==> src/rtl/chacha_unround.sv <==
// Iterative inverse ChaCha block: undoes ROUNDS forward rounds, one inverse quarterround per cycle.
// Word k of the 512-bit state sits in bits [511-32k -: 32]; in the packed array that is slot ~k.

module chacha_inv_qr (
   input  logic [31:0] a,
   input  logic [31:0] b,
   input  logic [31:0] c,
   input  logic [31:0] d,
   output logic [31:0] a0,
   output logic [31:0] b0,
   output logic [31:0] c0,
   output logic [31:0] d0
);
   logic [31:0] a1, b1, c1, d1;

   // Forward QR steps replayed backwards: un-rotate, un-xor, un-add.
   always_comb begin
      b1 = {b[6:0], b[31:7]} ^ c;
      c1 = c - d;
      d1 = {d[7:0], d[31:8]} ^ a;
      a1 = a - b1;
      b0 = {b1[11:0], b1[31:12]} ^ c1;
      c0 = c1 - d1;
      d0 = {d1[15:0], d1[31:16]} ^ a1;
      a0 = a1 - b0;
   end
endmodule

module chacha_unround #(
   parameter int ROUNDS = 20
) (
   input  logic         clk,
   input  logic         reset,
   input  logic         init,
   input  logic [511:0] state_in,
   output logic         ready,
   output logic [511:0] state_out,
   output logic         state_out_valid
);
   generate
      if (ROUNDS < 2 || ROUNDS > 20 || (ROUNDS % 2) != 0) begin : g_bad_rounds
         $error("chacha_unround: ROUNDS must be even and within 2..20");
      end
   endgenerate

   localparam logic [3:0] DR_LAST = 4'(ROUNDS / 2 - 1);

   typedef enum logic [1:0] {IDLE, DIAG, COL} st_t;

   st_t                st;
   logic [1:0]         qr_ctr;
   logic [3:0]         dr_ctr;
   logic [15:0][31:0]  w;
   logic [15:0][31:0]  next_w;
   logic [3:0]         ia, ib, ic, id;
   logic [31:0]        a0, b0, c0, d0;

   // Word indices of the current group; diagonals wrap within each row.
   always_comb begin
      ia = {2'b00, qr_ctr};
      if (st == DIAG) begin
         ib = {2'b01, qr_ctr + 2'd1};
         ic = {2'b10, qr_ctr + 2'd2};
         id = {2'b11, qr_ctr + 2'd3};
      end else begin
         ib = {2'b01, qr_ctr};
         ic = {2'b10, qr_ctr};
         id = {2'b11, qr_ctr};
      end
   end

   chacha_inv_qr u_iqr (
      .a  (w[~ia]),
      .b  (w[~ib]),
      .c  (w[~ic]),
      .d  (w[~id]),
      .a0 (a0),
      .b0 (b0),
      .c0 (c0),
      .d0 (d0)
   );

   always_comb begin
      next_w       = w;
      next_w[~ia]  = a0;
      next_w[~ib]  = b0;
      next_w[~ic]  = c0;
      next_w[~id]  = d0;
   end

   always_ff @(posedge clk) begin
      if (reset) begin
         st              <= IDLE;
         qr_ctr          <= '0;
         dr_ctr          <= '0;
         w               <= '0;
         ready           <= 1'b1;
         state_out       <= '0;
         state_out_valid <= 1'b0;
      end else begin
         case (st)
            IDLE: begin
               if (init) begin
                  w               <= state_in;
                  qr_ctr          <= '0;
                  dr_ctr          <= '0;
                  ready           <= 1'b0;
                  state_out_valid <= 1'b0;
                  st              <= DIAG;
               end
            end
            DIAG: begin
               w      <= next_w;
               qr_ctr <= qr_ctr + 2'd1;
               if (qr_ctr == 2'd3) st <= COL;
            end
            COL: begin
               w      <= next_w;
               qr_ctr <= qr_ctr + 2'd1;
               if (qr_ctr == 2'd3) begin
                  if (dr_ctr == DR_LAST) begin
                     state_out       <= next_w;
                     state_out_valid <= 1'b1;
                     ready           <= 1'b1;
                     st              <= IDLE;
                  end else begin
                     dr_ctr <= dr_ctr + 4'd1;
                     st     <= DIAG;
                  end
               end
            end
            default: st <= IDLE;
         endcase
      end
   end
endmodule
==> config.mk <==
export PLATFORM = sky130hd
export DESIGN_NAME = chacha_unround
export DESIGN_NICKNAME = d
export VERILOG_FILES = /design/src/rtl/chacha_unround.sv
export SDC_FILE = /design/constraint.sdc
export NUM_CORES = 2
export LEC_CHECK = 0
export CAP_MARGIN = 20
export CORE_ASPECT_RATIO = 0.8
export CORE_MARGIN = 2
export CORE_UTILIZATION = 37
export DETAILED_ROUTE_END_ITERATION = 8
export GPL_TIMING_DRIVEN = 0
export PLACE_DENSITY = 0.57
export SYNTH_ARGS = -nofsm -noshare
export SYNTH_HDL_FRONTEND = slang
export SYNTH_SLANG_ARGS = --single-unit
==> constraint.sdc <==
create_clock -name clk -period 22.6 [get_ports clk]
set_input_delay 3.39 -clock clk [delete_from_list [all_inputs] [get_ports clk]]
set_output_delay 3.39 -clock clk [all_outputs]
set_load 0.05 [all_outputs]
==> impl_metrics.yaml <==
finish:
  layout-drive-gt1-share_pct: 7.26
  nets: 8607
  seqCellArea_mm2: 0.0207
  fillerInstances: 14400
  utilization_pct: 49.9
  multi_input_area_mm2: 0.0313
  syn_to_final_growth_pct: 34.3
yosys:
  yosys.area.top_type: "dfxtp_1"
  ys.flop_type: "dfxtp_1"
  syn-num-nets: 7318
  seq_area_frac_synth_pct: 37.9
  postSynth.asyncResetShare_pct: 0
  yosysUniqueCellTypes: 101
  syn_inst: 6672
  synth_edf_count: 0
  synth_area_mm2: 0.0546
  yosys_warnings: 0
  synth_top_area_share_pct: 37.9
  yosys-top-cells-area: "dfxtp_1, a21oi_1, o21ai_0, mux4_2, nor2_1"
  synth_area_per_cell_um2: 8.18
  ys_seq_elements: 1034
detailed_routing:
  drt_wl_total_um: 417000
  drc: 0
  drt-initial-drc-count: 13800
  drt-pass1-iter-count: 9
  vias_per_cell: 6.86
  avgRoutedWirePerCell_um: 41.3
  vias: 69100
  drtAntennaViolNets: 0
timing:
  fmax_mhz: 74.7
  finalClockSkew_ps: 33.1
  slew_violations: 0
  min_period_over_period_pct: 59.2
  fin_crit_ps: 13380
  fin_setup_tns_ps: 0
  hold_ws_ps: 453
  finalSetupViolations: 0
  hold_viol: 0
  rsz0062_at_grt: "no"
  relSlewSlack_pct: 5.13
  tightestPinTransition_ps: 1420
cts:
  cts_root_buffer: "clkbuf_16"
  ctsHoldBuffers: 0
  clock_path_buffers: 3
  ctsResizeCount: 0
  cts_tree: "built"
  numCtsBuffers: 108
  post_cts_buffers: 0
  clk_latency_ps: 800
  htree_levels: 3
  cts.sinks: 1034
  clk_pin_slew_ps: 70
floorplanning:
  die_h_um: 347
  die_x_um: 433
  die_area_mm2: 0.151
  core_mm2: 0.147
  row_count: 126
  initial_core_util_pct: 37.1
  io-pin-count: 1029
placement:
  hpwl_um: 343000
  port_buffers: 1027
  gp_congestion: 1.11
global_route:
  grt.total_usage_pct: 52.6
  grt_pass1_wl_um: 539000
  antenna_found_initial: 69
  grt_max_degree: 16
  grt.overflow.total: 0
  grt_pass1_vias: 60800
worst_setup_path:
  startpoint: "qr_ctr[0]"
  path_class: "reg -> reg"
  worstPathRequired_ps: 23220
  r2r-start: "qr_ctr[0]"
  cp_slowest_cell: "clkbuf_1"
  slowest_delay_ps: 1040
  start_kind: "flip-flop"
  worst-path-max-fanout: 11
  crit_top_cell: "a31oi_1"
  arrival_ps: 14000
  critPathCaptureType: "flip-flop"
min_path:
  hold_class: "reg -> reg"
  hp-start: "state_out[417]"
outcome:
  outcome: "complete, no violations"
flow_run:
  max_cap_violations: 0
==> cell usage after synthesis (104+ instances only) <==
master,number
mux2i_1,105
dfxtp_1,1034
nand3_1,104
a211oi_1,137
o21ai_0,624
o22ai_1,276
inv_1,113
clkbuf_1,519
xnor2_1,169
ha_1,127
a311oi_1,134
mux4_2,121
a21oi_1,887
nor2_1,717
nand2_1,647
==> state kept, by name, indices dropped and copies added, names as in the netlist <==
register	cells
qr_ctr	2
dr_ctr	4
w	512
state_out	512
state_out_valid	1
st	2
ready	1
==> critical path, delay by kind of cell (launching register included) <==
| family | cells | cell delay, ps |
|---|---|---|
| AO/OA/AOI/OAI | 11 | 4010 |
| buffers and inverters | 6 | 3050 |
| AND/OR/NAND/NOR | 8 | 2820 |
| XOR/XNOR | 2 | 1240 |
| adder cells (fa/ha/maj) | 3 | 1150 |
| multiplexers | 1 | 520 |
| flip-flops | 1 | 370 |
==> cell type report <==
| cell class | count | area share, % |
|---|---|---|
| Antenna cell | 49 | 0.167 |
| Buffer | 584 | 3.07 |
| Clock buffer | 156 | 4.35 |
| Clock inverter | 37 | 0.632 |
| Inverter | 122 | 0.625 |
| Multi-Input combinational cell | 4932 | 42.7 |
| Sequential cell | 1034 | 28.3 |
| Tap cell | 1984 | 3.39 |
| Timing Repair Buffer | 1179 | 16.8 |
==> cell usage in the layout, fill, tap and decap left out, types with 137 or more instances in the layout <==
cell,instances
a211oi_1,137
dfxtp_1,1034
o22ai_1,276
xnor2_1,158
o21ai_0,623
clkdlybuf4s50_1,1027
nand2_1,647
clkbuf_1,526
nor2_1,716
a21oi_1,883
==> metal layers <==
| layer | vias up | wire, um | track usage [%] | part of all wire [%] |
|---|---|---|---|---|
| li1 | 27100 | - | - | - |
| met1 | 33700 | 162000 | 71.0 | 39 |
| met2 | 6903 | 153000 | 67.4 | 37 |
| met3 | 1332 | 71600 | 24.8 | 17 |
| met4 | 36 | 29800 | 29.7 | 7.1 |
| met5 | - | 466 | 0 | 0.11 |
==> through the flow <==
| step | cell area [um^2] | std cells | setup WS [ps] |
|---|---|---|---|
| 2_1_floorplan | 54600 | 6672 | 14460 |
| 3_3_place_gp | 67300 | 9683 | 8370 |
| 3_5_place_dp | 69200 | 9807 | 9760 |
| 4_1_cts | 72800 | 10000 | 9660 |
| 5_1_grt | 73200 | 10000 | 9370 |
| 6_report | 73300 | 10100 | 9220 |
==> kinds of logic (layout without fill, tap and decap cells) <==
family                   count (synthesis)  count (layout)  share of synthesized area, %
AND/OR/NAND/NOR                       1718            1718                          13.3
adder cells (fa/ha/maj)                134             134                          3.12
XOR/XNOR                               257             257                          4.58
AO/OA/AOI/OAI                         2591            2591                          29.1
flip-flops                            1034            1034                          37.9
other                                    0              49                             0
buffers and inverters                  706            2078                          4.93
multiplexers                           232             232                          7.05
==> path summary, 6_finish.rpt <==
kind | endpoint | slack (ps) | cells after the start
hold reg to reg | state_out[417] | 450 | 2
setup reg to reg | w[446] | 9220 | 31
setup / recovery | w[446] | 9220 | 31
hold / removal | state_out[417] | 450 | 2
Power is not shown: default switching activity piles up to over one toggle a cycle in this logic, so the estimate is an artifact.
